[config.mk]
export PLATFORM = sky130hd
export DESIGN_NAME = tx_stream_arbiter
export DESIGN_NICKNAME = d
export VERILOG_FILES = /design/src/rtl/tx_arb_pkg.sv /design/src/rtl/rr_pick.sv /design/src/rtl/tx_stream_arbiter.sv
export SDC_FILE = /design/constraint.sdc
export NUM_CORES = 1
export LEC_CHECK = 0
export BUFFER_PORTS_ARGS = -buffer_cell sky130_fd_sc_hd__buf_2
export CAP_MARGIN = 20
export CORE_ASPECT_RATIO = 1.2
export CORE_MARGIN = 4
export CORE_UTILIZATION = 44
export CTS_BUF_LIST = sky130_fd_sc_hd__clkbuf_16
export DETAILED_ROUTE_END_ITERATION = 12
export PLACE_DENSITY = 0.89
export SYNTH_ARGS = -nofsm -noshare
export SYNTH_HDL_FRONTEND = slang
export SYNTH_SLANG_ARGS = --single-unit
[constraint.sdc]
create_clock -name clk -period 2 [get_ports clk]
set_clock_uncertainty 0.05 [all_clocks]
set_input_delay 0.3 -clock clk [delete_from_list [all_inputs] [get_ports clk]]
set_output_delay 0.3 -clock clk [all_outputs]
set_load 0.01 [all_outputs]
[src/rtl/tx_arb_pkg.sv]
// Shared types and constants for tx_stream_arbiter: state encoding, beat payload and header packing.
package tx_arb_pkg;

    localparam int unsigned DATA_W = 32;
    localparam int unsigned KEEP_W = 4;
    localparam int unsigned CNT_W  = 16;

    typedef logic [1:0] arb_state_t;

    localparam arb_state_t ARB_IDLE = 2'd0;
    localparam arb_state_t ARB_HDR  = 2'd1;
    localparam arb_state_t ARB_PASS = 2'd2;

    localparam logic [7:0] HDR_MAGIC = 8'hA5;

    typedef struct packed {
        logic [DATA_W-1:0] data;
        logic [KEEP_W-1:0] keep;
        logic              last;
    } tx_beat_t;

    // Header word: magic byte, source index byte, completed-packet count.
    function automatic logic [DATA_W-1:0] pack_hdr(input logic [7:0] src, input logic [CNT_W-1:0] cnt);
        return {HDR_MAGIC, src, cnt};
    endfunction

endpackage

[src/rtl/rr_pick.sv]
// rr_pick: combinational round-robin picker; the search starts one past i_ptr and wraps modulo N.
module rr_pick #(
    parameter int unsigned N = 4,
    parameter int unsigned W = 3
) (
    input  logic [N-1:0] i_valid,
    input  logic [W-1:0] i_ptr,
    output logic [N-1:0] o_onehot,
    output logic [W-1:0] o_idx,
    output logic         o_hit
);

    always_comb begin
        o_onehot = '0;
        o_idx    = '0;
        o_hit    = 1'b0;
        for (int unsigned off = 1; off <= N; off++) begin
            for (int unsigned k = 0; k < N; k++) begin
                if (!o_hit && i_valid[k] && (((32'(i_ptr) + off) % N) == k)) begin
                    o_hit       = 1'b1;
                    o_onehot[k] = 1'b1;
                    o_idx       = W'(k);
                end
            end
        end
    end

endmodule

[src/rtl/tx_stream_arbiter.sv]
// tx_stream_arbiter: packet-locked round-robin mux of NSRC AXI-stream sources onto one registered master.
// Define TX_ARB_HEADER_EN to prefix every packet with a {A5, src, pkt_cnt} header word.
module tx_stream_arbiter
    import tx_arb_pkg::*;
#(
    parameter int unsigned NSRC = 4,
    parameter int unsigned SRCW = 3
) (
    input  logic                   clk,
    input  logic                   rstn,
    input  logic [NSRC-1:0]        s_tvalid,
    output logic [NSRC-1:0]        s_tready,
    input  logic [DATA_W*NSRC-1:0] s_tdata,
    input  logic [KEEP_W*NSRC-1:0] s_tkeep,
    input  logic [NSRC-1:0]        s_tlast,
    input  logic                   o_tready,
    output logic                   o_tvalid,
    output logic [DATA_W-1:0]      o_tdata,
    output logic [KEEP_W-1:0]      o_tkeep,
    output logic                   o_tlast,
    output logic [NSRC-1:0]        o_grant,
    output logic [CNT_W-1:0]       o_pkt_cnt
);

    arb_state_t      r_state;
    arb_state_t      w_state_nxt;
    logic [NSRC-1:0] r_grant;
    logic [SRCW-1:0] r_gidx;
    logic [SRCW-1:0] r_rr_ptr;
    logic [CNT_W-1:0] r_pkt_cnt;
    logic            r_tvalid;
    tx_beat_t        r_out;

    logic [NSRC-1:0] w_pick_onehot;
    logic [SRCW-1:0] w_pick_idx;
    logic            w_pick_hit;
    logic            w_out_free;
    logic            w_src_valid;
    tx_beat_t        w_src_beat;
    logic            w_pass_rdy;
    logic            w_hdr_load;
    logic            w_beat_acc;
    logic            w_pkt_done;

    rr_pick #(
        .N (NSRC),
        .W (SRCW)
    ) u_pick (
        .i_valid  (s_tvalid),
        .i_ptr    (r_rr_ptr),
        .o_onehot (w_pick_onehot),
        .o_idx    (w_pick_idx),
        .o_hit    (w_pick_hit)
    );

    // Output register can take a new word when empty or being drained this cycle.
    assign w_out_free = ~r_tvalid | o_tready;

    // Granted-source mux, one-hot select.
    always_comb begin
        w_src_valid = 1'b0;
        w_src_beat  = '0;
        for (int unsigned k = 0; k < NSRC; k++) begin
            if (r_grant[k]) begin
                w_src_valid     = s_tvalid[k];
                w_src_beat.data = s_tdata[DATA_W*k +: DATA_W];
                w_src_beat.keep = s_tkeep[KEEP_W*k +: KEEP_W];
                w_src_beat.last = s_tlast[k];
            end
        end
    end

    always_ff @(posedge clk or negedge rstn) begin
        if (!rstn) begin
            r_state <= ARB_IDLE;
        end else begin
            r_state <= w_state_nxt;
        end
    end

    always_comb begin
        w_state_nxt = r_state;
        case (r_state)
            ARB_IDLE: begin
                if (w_pick_hit) begin
`ifdef TX_ARB_HEADER_EN
                    w_state_nxt = ARB_HDR;
`else
                    w_state_nxt = ARB_PASS;
`endif
                end
            end
`ifdef TX_ARB_HEADER_EN
            ARB_HDR: begin
                if (w_out_free) begin
                    w_state_nxt = ARB_PASS;
                end
            end
`endif
            ARB_PASS: begin
                if (w_pkt_done) begin
                    w_state_nxt = ARB_IDLE;
                end
            end
            default: w_state_nxt = ARB_IDLE;
        endcase
    end

    always_comb begin
        w_pass_rdy = 1'b0;
        w_hdr_load = 1'b0;
        case (r_state)
            ARB_PASS: w_pass_rdy = w_out_free;
`ifdef TX_ARB_HEADER_EN
            ARB_HDR:  w_hdr_load = w_out_free;
`endif
            default: ;
        endcase
    end

    assign s_tready   = r_grant & {NSRC{w_pass_rdy}};
    assign w_beat_acc = w_pass_rdy & w_src_valid;
    assign w_pkt_done = w_beat_acc & w_src_beat.last;

    // Grant is held from pick to the accepted tlast beat.
    always_ff @(posedge clk or negedge rstn) begin
        if (!rstn) begin
            r_grant   <= '0;
            r_gidx    <= '0;
            r_rr_ptr  <= SRCW'(NSRC - 1);
            r_pkt_cnt <= '0;
        end else if ((r_state == ARB_IDLE) && w_pick_hit) begin
            r_grant <= w_pick_onehot;
            r_gidx  <= w_pick_idx;
        end else if (w_pkt_done) begin
            r_grant   <= '0;
            r_rr_ptr  <= r_gidx;
            r_pkt_cnt <= r_pkt_cnt + CNT_W'(1);
        end
    end

    always_ff @(posedge clk or negedge rstn) begin
        if (!rstn) begin
            r_tvalid <= 1'b0;
            r_out    <= '0;
        end else if (w_hdr_load) begin
            r_tvalid   <= 1'b1;
            r_out.data <= pack_hdr(8'(r_gidx), r_pkt_cnt);
            r_out.keep <= '1;
            r_out.last <= 1'b0;
        end else if (w_beat_acc) begin
            r_tvalid <= 1'b1;
            r_out    <= w_src_beat;
        end else if (o_tready) begin
            r_tvalid <= 1'b0;
        end
    end

    assign o_tvalid  = r_tvalid;
    assign o_tdata   = r_out.data;
    assign o_tkeep   = r_out.keep;
    assign o_tlast   = r_out.last;
    assign o_grant   = r_grant;
    assign o_pkt_cnt = r_pkt_cnt;

endmodule
==> metrics.csv, run 1 <==
stage,metric,value,unit
layout,seqCellArea,1580,um^2
critical_path,reg2reg_from,o_grant[1],
timing,hold_ws,219,ps
critical_path,rr_endpoint,o_pkt_cnt[11],
layout,drive_gt1_frac,0.403,
synthesis,yosysTopAreaCell,dfrtp_1,
detailed_routing,vias,4035,
timing,setup_viol,0,
pwr,power_density,544,nW/um^2
synthesis,synthArstFlopShare,1.00,
synthesis,synth_area,3590,um^2
detailed_routing,route.antenna.remaining_nets,0,
timing,maxSlewHeadroom,0.689,
timing,rsz0062_at_grt,false,
pwr,p_leak,2.56,nW
die,rows,35,
cts,post-cts-setup-buffers,0,
detailed_routing,wl,11800,um
critical_path,startpoint_type,register,
die,die_area,9660,um^2
layout,n_antenna_cell,0,
synthesis,synthMuxAreaShare,0,
critical_path,required,2170,ps
synthesis,synth_xor_area_frac,0.0366,
min_path,hold_class,in2reg,
synthesis,synth_nets,573,
place,dp.cells,708,
die,core-area,7790,um^2
place,gp_congestion,0.852,
timing,min_period,1940,ps
place,dp_hpwl,9080,um
synthesis,synth_top_family_by_area,simple AND/OR/NAND/NOR gates,
grt,grt_pass1_vias,4093,
critical_path,cp_max_fo,14,
grt,grt.total_usage,0.239,
detailed_routing,top_layer_used,met4,
pwr,finalPower,0.00278,W
die,die_w,90.4,um
synthesis,yosys-top-cells-area,"dfrtp_1, a221oi_1, nor2b_1",
die,die_y,107,um
cts,h-tree-depth,3,
synthesis,ys.flop_type,dfrtp_1,
synthesis,synth_enable_flop_cells,0,
grt,overflow,0,
synthesis,synth_fa_ha_area_frac,0.00349,
critical_path,reg2reg_slack,60,ps
layout,final_cells,725,
timing,fmax,0.515,GHz
timing,drv_slew,0,
detailed_routing,wl_per_cell,16.2,um
synthesis,yosys.area_share.simple,0.242,
grt,antenna_found_initial,0,
detailed_routing,dr_wl_met3,917,um
critical_path,crit_type,reg2reg,
die,start_util,0.460,
detailed_routing,drt_first_iter_violations,123,
layout,final_common_cell,buf_2,
cts,numCtsBuffers,9,
place,port_buffers,216,
synthesis,synth_compound_area_frac,0.234,
critical_path,arrival,2110,ps
run,maxCapViolCount,0,
critical_path,worstSetupEndpointType,register,
detailed_routing,wl_met1,4500,um
timing,finalSetupTns,0,ps
cts,clockBufferDepth,2,
synthesis,yosysTopAreaCellShare,0.426,
grt,grt_max_degree,50,
synthesis,syn_area_per_cell,8.60,um^2
synthesis,netlist_instances,417,
critical_path,startpoint,o_grant[1],
cts,path_clk_slew,50,ps
timing,tightest_slew,467,ps
synthesis,synth_seq_cells,63,
detailed_routing,first_pass_iters,5,
pwr,peakVddDrop,0.000532,V
synthesis,ys_seq_area_frac,0.440,
grt,grt_pass1_wl,18900,um
cts,clkLatencyLatePin,320,ps
layout,multi_input_area,1880,um^2
critical_path,reg2reg_depth,6,
detailed_routing,avgViaCountPerCell,5.57,
timing,fin_crit_sh,0.970,
timing,hold_viol,0,
cts,cts_tree,yes,
detailed_routing,wl_met2,6110,um
outcome,status,completed,
layout,nets,784,
detailed_routing,route.detailed.drc,0,
die,io-pin-count,217,
layout,most-common-layout-cells,"buf_2, dfrtp_1, nand2_1",
cts,cts-root-buf,clkbuf_16,
critical_path,cp-endpoint,o_pkt_cnt[11],
synthesis,synth.distinct_cells,34,
layout,syn2layout_area_growth,42.7,%
layout,fillCellCount,660,
synthesis,ys_warn_count,0,
cts,clock-sinks,63,
-- how the worst min path moves through the flow --
stage,start,endpoint,cells past startpoint
2_1_floorplan,rstn,o_grant[0],0
3_3_place_gp,rstn,r_gidx[0],1
3_5_place_dp,rstn,r_gidx[0],1
4_1_cts,s_tdata[122],o_tdata[26],3
5_1_grt,s_tdata[105],o_tdata[9],3
6_report,s_tdata[122],o_tdata[26],3
-- cells by family after synthesis --
logic type,Yosys count
AND/OR/NAND/NOR,168
flip-flops,63
buffers and inverters,38
XOR/XNOR,15
adder cells (fa/ha/maj),1
AO/OA/AOI/OAI,132
-- repair_timing --
item | CTS | global route
endpoints found under the hold margin | 5 | 0
endpoints found under the setup margin | 1 | 1
hold buffers | 1 | 0
resized for setup | 1 | 1
gates cloned | 0 | 0
-- sequential cells by signal (all words and copies together) (netlist names) --
signal	cells
o_tdata	32
r_rr_ptr	2
o_tkeep	4
o_tvalid	1
r_state	1
o_grant	4
o_tlast	1
r_gidx	2
o_pkt_cnt	16
-- area by class of cell --
cell class	count	area share
flip-flops and latches	63	0.309
inverters	4	0.00293
clock inverters	7	0.00538
repair buffers	234	0.248
clock buffers	9	0.0440
well taps	92	0.0225
multi-input cells	316	0.368
-- critical path, stage by stage, from the launching register on --
cell      delay, ps
dfrtp_1         430
nand3b_1        220
a221oi_4        320
a41oi_2         160
buf_4           220
nor3_2          200
xor2_1          230
-- per-stage QoR --
stage | utilization | setup WS (ps) | area (um^2)
after global placement | 0.621 | 216 | 4840
final | 0.656 | 60.0 | 5120
after detailed placement | 0.621 | 35.3 | 4840
after floorplan | - | 161 | 3590
after global routing | 0.656 | 19.6 | 5120
after CTS | 0.656 | 17.3 | 5110
-- power breakdown --
part | switching [W] | internal (W)
Sequential | 0.00000114 | 0.00128
Clock | 0.000494 | 0.000806
Combinational | 0.0000844 | 0.000116
Total | 0.000580 | 0.00220
-- synth_stat cells, types with 2 or more instances --
library cell  count
a21oi_1          43
a221oi_1         36
a31oi_1           3
and2_1            3
and3_1            4
and4_1            3
buf_1             6
buf_2             3
clkbuf_1         24
dfrtp_1          61
dfstp_2           2
inv_1             4
nand2_1          52
nand2b_1          4
nand3_1           9
nand4_1           6
nor2_1            5
nor2b_1          37
nor3_1           40
nor3_2            3
o21ai_0          42
o22ai_1           2
xnor2_1           9
xor2_1            6
-- metal layers --
metal,GRT usage,up-vias
li1,-,1949
met1,0.269,1869
met2,0.441,196
met3,0.0519,21
met4,0.0941,0
met5,0,-
No activity file was read; power rests on OpenSTA's default activity.
==> inputs of run 2 (changes only) <==
ABC_AREA = 1   (was unset)
CORE_UTILIZATION = 45   (was 44)
PLACE_DENSITY = 0.81   (was 0.89)
==> run 2 against run 1 <==
Compared with the run above: the flow now finishes with violations (negative setup slack); final cell count up 16%; synthesized area increased by 7.9%; sequential share of layout area fell by 3.0 points; critical endpoint is now o_grant[0]; largest power group unchanged; highest routed layer is now met5.
==> metrics.csv, run 2 <==
stage,metric,value,unit,change
cts,clock-sinks,63,,unchanged
timing,rsz0062_at_grt,true,,
critical_path,crit_chain,nor2_4 > buf_4 > nand2_1 > nand4_4 > nor2_4 > nand4_4 > nor2_4 > nand4_4 > nand2_4 > nand2_4 > nand2_2 > nand2_2,,
synthesis,syn_area_per_cell,7.85,um^2,-8.7%
synthesis,synth_nets,649,,+13%
critical_path,startpoint_type,register,,
synthesis,yosys-top-cells-area,"dfrtp_1, nor2_1, nand2_1",,
place,gp_congestion,0.963,,+13%
critical_path,reg2reg_slack,-140,ps,-200 ps
grt,grt.total_usage,0.265,,+0.0255
synthesis,yosysTopAreaCellShare,0.394,,-0.0312
timing,fmax,0.466,GHz,-9.5%
synthesis,synth_area,3870,um^2,+7.9%
outcome,violations,negative setup slack,,
critical_path,max_stage_delay,620,ps,+190 ps
layout,syn2layout_area_growth,46.5,%,
detailed_routing,wl_per_cell,16.6,um,+2.5%
grt,grt_pass1_wl,21100,um,+12%
critical_path,startpoint,r_rr_ptr[1],,
grt,antenna_found_initial,1,,+1
synthesis,synth.distinct_cells,31,,-8.8%
critical_path,arrival,2300,ps,+190 ps
grt,grt_max_degree,74,,+48%
die,start_util,0.469,,+0.00946
critical_path,required,2160,ps,about the same
pwr,p_leak,3.05,nW,+19%
timing,hold_ws,116,ps,-103 ps
layout,drive_gt1_frac,0.412,,+0.00868
place,port_buffers,216,,unchanged
synthesis,ys_seq_area_frac,0.408,,-0.0323
synthesis,ys_warn_count,0,,unchanged
pwr,power_density,551,nW/um^2,+1.3%
die,die_area,10200,um^2,+5.1%
critical_path,cp_max_fo,7,,-7
timing,finalSetupTns,-870,ps,-870 ps
critical_path,reg2reg_depth,12,,+6
cts,clockBufferDepth,2,,unchanged
min_path,hold_depth,2,,-1
pwr,finalPower,0.00312,W,+12%
synthesis,yosysTopAreaCell,dfrtp_1,,
run,maxCapViolCount,0,,unchanged
grt,overflow,0,,unchanged
cts,cts-root-buf,clkbuf_16,,
timing,layout_setup_ws,-144,ps,-204 ps
detailed_routing,vias,4534,,+12%
timing,setup_viol,7,,+7
critical_path,reg2reg_from,r_rr_ptr[1],,
critical_path,worstSetupEndpointType,register,,
grt,grt_pass1_vias,4228,,+3.3%
outcome,status,finished with violations,,
cts,cts_tree,yes,,
die,rows,36,,+2.9%
detailed_routing,route.antenna.remaining_nets,0,,unchanged
synthesis,ys.flop_type,dfrtp_1,,
cts,path_clk_slew,50,ps,about the same
critical_path,cp-endpoint,o_grant[0],,
synthesis,synth_enable_flop_cells,0,,unchanged
die,io-pin-count,217,,unchanged
critical_path,critPathSlowestCell,dfstp_2,,
synthesis,netlist_instances,493,,+18%
die,core-area,8240,um^2,+5.7%
timing,fin_crit_sh,1.07,,+0.102
cts,numCtsBuffers,9,,unchanged
layout,largest_register_ff_count,32,,unchanged
place,dp_hpwl,10500,um,+16%
timing,min_period,2140,ps,+204 ps
place,place_ws,-127,ps,-163 ps
detailed_routing,drt_first_iter_violations,247,,+100%
cts,clkLatencyLatePin,320,ps,about the same
die,die_w,92.7,um,+2.5%
synthesis,synth.most_common_cell,nor2_1,,
layout,final_common_cell,buf_2,,
detailed_routing,route.detailed.drc,0,,unchanged
synthesis,synthArstFlopShare,1.00,,unchanged
critical_path,rr_endpoint,o_grant[0],,
pwr,peakVddDrop,0.000467,V,-12%
detailed_routing,wl,14000,um,+19%
min_path,hold_class,in2reg,,
layout,nets,880,,+12%
synthesis,synth_seq_cells,63,,unchanged
layout,most-common-layout-cells,"buf_2, nor2_1, nand2_1",,
timing,drv_slew,0,,unchanged
critical_path,crit_type,reg2reg,,
cts,h-tree-depth,3,,unchanged
timing,hold_viol,0,,unchanged
die,die_y,110,um,+2.5%
synthesis,yosys-top-cells-count,"nor2_1, nand2_1, dfrtp_1",,
detailed_routing,first_pass_iters,7,,+2
detailed_routing,avgViaCountPerCell,5.37,,-3.5%
timing,maxSlewHeadroom,0.640,,-0.0492
timing,tightest_slew,540,ps,+73.7 ps
-- run 2: changes by cell type in the layout (fill, tap and decap cells not counted), moves of 19 or more --
cell,before,now
o31ai_1,0,36
a221oi_1,36,0
a22oi_1,0,36
a211oi_1,0,36
nor2_1,5,92
nor3_1,39,5
a21oi_1,43,3
nand2_1,52,81
buf_4,13,32
o21ai_0,41,6
nor2b_1,36,0
-- run 2: cell families after synthesis --
group	after synthesis	share of synthesized area
AND/OR/NAND/NOR	230	0.265
AO/OA/AOI/OAI	122	0.229
flip-flops	63	0.408
buffers and inverters	62	0.0608
XOR/XNOR	15	0.0339
adder cells (fa/ha/maj)	1	0.00323
-- run 2: per-stage QoR --
stage | cell area [um^2] | util | std cells
6_report | 5670 | 0.688 | 844
5_1_grt | 5670 | 0.687 | 843
4_1_cts | 5580 | 0.677 | 841
3_5_place_dp | 5180 | 0.628 | 815
3_3_place_gp | 5180 | 0.628 | 815
2_1_floorplan | 3870 | - | 493
-- run 2: what timing repair did --
action / in CTS / in global routing
buffers inserted: 10 / 3
hold buffers: 1 / 0
setup endpoints to repair: 7 / 11
resized for setup: 6 / 18
endpoints found under the hold margin: 19 / 0
pin swaps: 11 / 13
-- run 2: worst min path at each step --
stage	from	end
6_report	o_tready	o_tvalid
5_1_grt	o_tready	o_tvalid
4_1_cts	o_tready	o_tvalid
3_5_place_dp	rstn	o_tdata[3]
3_3_place_gp	rstn	o_tdata[3]
2_1_floorplan	rstn	o_grant[0]
-- run 2: worst max-delay path, delay by kind of cell (launching register included) --
family,cells,cell delay [ps]
buf+inv,1,140
flops,1,620
simple gates,11,1210
-- run 2: metal layers --
metal | global-route usage | part of all wire | vias up
met1 | 0.330 | 0.39 | 2057
met2 | 0.449 | 0.50 | 238
li1 | - | - | 2200
met5 | 0 | 0.00078 | -
met4 | 0.0963 | 0.027 | 2
met3 | 0.0637 | 0.081 | 37
-- run 2: final cells by class --
class,instances,area [um^2]
multi-input combinational,368,2140
inverter,30,118
timing repair buffer,252,1380
fill,709,2570
antenna,1,2.50
clock inverter,7,80.1
sequential,63,1580
tap,114,143
clock buffer,9,225
-- run 2: power by group --
part	internal [W]	total (W)	switching, W
sequential	0.00128	0.00128	0.0000000000000000000268
clock	0.00107	0.00160	0.000533
combinational	0.000133	0.000245	0.000112
==> inputs of run 3 (changes only) <==
RECOVER_POWER = 100   (was unset)
==> run 3 against run 2 <==
Compared with the run above: the flow still finishes with violations (negative setup slack); power barely moved; sequential share of layout area rose by 0.49 points; first-iteration DRC count fell by 3.6%; critical path type unchanged; critical endpoint unchanged; largest cell class unchanged; highest routed layer unchanged.
==> metrics.csv, run 3 (synthesized netlist as in run 2, its figures left out) <==
stage,metric,value,unit,change
outcome,status,finished with violations,,
outcome,violations,negative setup slack,,
timing,fmax,0.466,GHz,about the same
critical_path,cp_max_fo,7,,unchanged
timing,hold_viol,0,,unchanged
layout,post-route-util,0.676,,-0.0118
critical_path,reg2reg_from,r_rr_ptr[1],,
die,io-pin-count,217,,unchanged
critical_path,arrival,2310,ps,about the same
die,start_util,0.469,,unchanged
pwr,finalPower,0.00312,W,about the same
cts,clkLatencyLatePin,330,ps,about the same
critical_path,worstSetupEndpointType,register,,
place,dp_hpwl,10500,um,unchanged
place,place_ws,-127,ps,unchanged
place,port_buffers,216,,unchanged
grt,overflow,0,,unchanged
run,maxCapViolCount,0,,unchanged
critical_path,crit_type,reg2reg,,
detailed_routing,first_pass_iters,5,,-2
place,gp_congestion,0.963,,unchanged
timing,setup_viol,7,,unchanged
timing,min_period,2150,ps,+1.77 ps
cts,path_clk_slew,50,ps,about the same
grt,antenna_found_initial,1,,unchanged
die,die_y,110,um,unchanged
detailed_routing,route.antenna.remaining_nets,0,,unchanged
min_path,hold_end,o_tvalid,,
cts,cts-root-buf,clkbuf_16,,
die,rows,36,,unchanged
layout,drive_gt1_frac,0.322,,-0.0892
grt,grt_pass1_vias,4228,,unchanged
layout,most-common-layout-cells,"buf_2, nor2_1, nand2_1",,
timing,tightest_slew,1250,ps,+709 ps
layout,largest_register_ff_count,32,,unchanged
critical_path,crit_chain,nor2_4 > buf_4 > nand2_1 > nand4_4 > nor2_4 > nand4_4 > nor2_4 > nand4_4 > nand2_4 > nand2_4 > nand2_2 > nand2_2,,
critical_path,startpoint_type,register,,
detailed_routing,avgViaCountPerCell,5.40,,+0.57%
cts,clock-sinks,63,,unchanged
pwr,power_density,561,nW/um^2,+1.8%
pwr,p_leak,2.79,nW,-8.7%
detailed_routing,wl_per_cell,16.8,um,+0.82%
timing,fin_crit_sh,1.07,,about the same
timing,drv_slew,0,,unchanged
timing,layout_setup_ws,-146,ps,-1.77 ps
critical_path,reg2reg_depth,12,,unchanged
die,die_area,10200,um^2,unchanged
cts,clockBufferDepth,2,,unchanged
layout,nets,880,,unchanged
timing,rsz0062_at_grt,true,,
detailed_routing,vias,4560,,+0.57%
detailed_routing,route.detailed.drc,0,,unchanged
critical_path,max_stage_delay,620,ps,about the same
grt,grt.total_usage,0.265,,unchanged
place,placedInstanceArea,5180,um^2,unchanged
layout,final_common_cell,buf_2,,
cts,numCtsBuffers,9,,unchanged
critical_path,critPathSlowestCell,dfstp_2,,
min_path,hold_depth,2,,unchanged
timing,maxSlewHeadroom,0.167,,-0.473
critical_path,reg2reg_slack,-150,ps,about the same
grt,grt_pass1_wl,21100,um,unchanged
layout,fin_area,5570,um^2,-1.7%
grt,grt_max_degree,74,,unchanged
min_path,hold_class,in2reg,,
min_path,min_from,o_tready,,
critical_path,required,2160,ps,about the same
cts,h-tree-depth,3,,unchanged
pwr,peakVddDrop,0.000470,V,+0.65%
detailed_routing,wl,14200,um,+0.82%
timing,hold_ws,115,ps,-0.160 ps
die,die_w,92.7,um,unchanged
critical_path,rr_endpoint,o_grant[0],,
cts,cts_tree,yes,,
detailed_routing,drt_first_iter_violations,238,,-3.6%
layout,syn2layout_area_growth,43.9,%,
die,core-area,8240,um^2,unchanged
run 3: cell count changes in the layout (fill, tap and decap cells not counted), sizes merged:
cell	previous run	this run
clkbuf	9	76
buf	251	184
run 3: cell type report:
cell class                      count  area [um^2]
Antenna cell                        1         2.50
Tap cell                          114          143
Sequential cell                    63         1580
Clock buffer                        9          225
Multi-Input combinational cell    368         2130
Fill cell                         750         2670
Clock inverter                      7         80.1
Inverter                           30          118
Timing Repair Buffer              252         1290
run 3: per-layer routing:
metal | up-vias | wire length [um] | GRT usage
li1 | 2195 | - | -
met1 | 2119 | 5680 | 0.330
met2 | 209 | 7050 | 0.449
met3 | 35 | 1030 | 0.0637
met4 | 2 | 370 | 0.0963
met5 | - | 11 | 0
run 3: worst max path at each step:
| stage | from | to | slack [ps] |
|---|---|---|---|
| 5_1_grt | r_rr_ptr[1] | r_gidx[1] | -260 |
| 4_1_cts | r_rr_ptr[1] | o_grant[0] | -140 |
| 3_3_place_gp | r_rr_ptr[0] | o_grant[2] | -50 |
| 2_1_floorplan | r_rr_ptr[1] | o_grant[1] | 90 |
| 3_5_place_dp | r_rr_ptr[0] | o_grant[2] | -130 |
| 6_report | r_rr_ptr[1] | o_grant[0] | -150 |
run 3: power by group:
group	internal [W]	switching (W)
combinational	0.000131	0.000112
sequential	0.00128	0.0000000000000000000274
clock	0.00107	0.000535
total	0.00248	0.000647
run 3: critical path: cells and delay by family (launching register included):
family                 cells  cell delay (ps)
buffers and inverters      1              140
DFF                        1              620
and+or+nand+nor           11             1210
run 3: timing repair:
action | 4_1_cts | 5_1_grt
setup endpoints to repair | 7 | 11
resized for setup | 6 | 18
endpoints found under the hold margin | 19 | 0
hold buffers | 1 | 0
pin swaps | 11 | 13
setup buffers | 10 | 3
run 3: through the flow:
step	instances	TNS [ps]
after floorplan	493	0
after global placement	815	-265
after detailed placement	815	-716
after CTS	841	-891
after global routing	843	-8470
final	844	-886
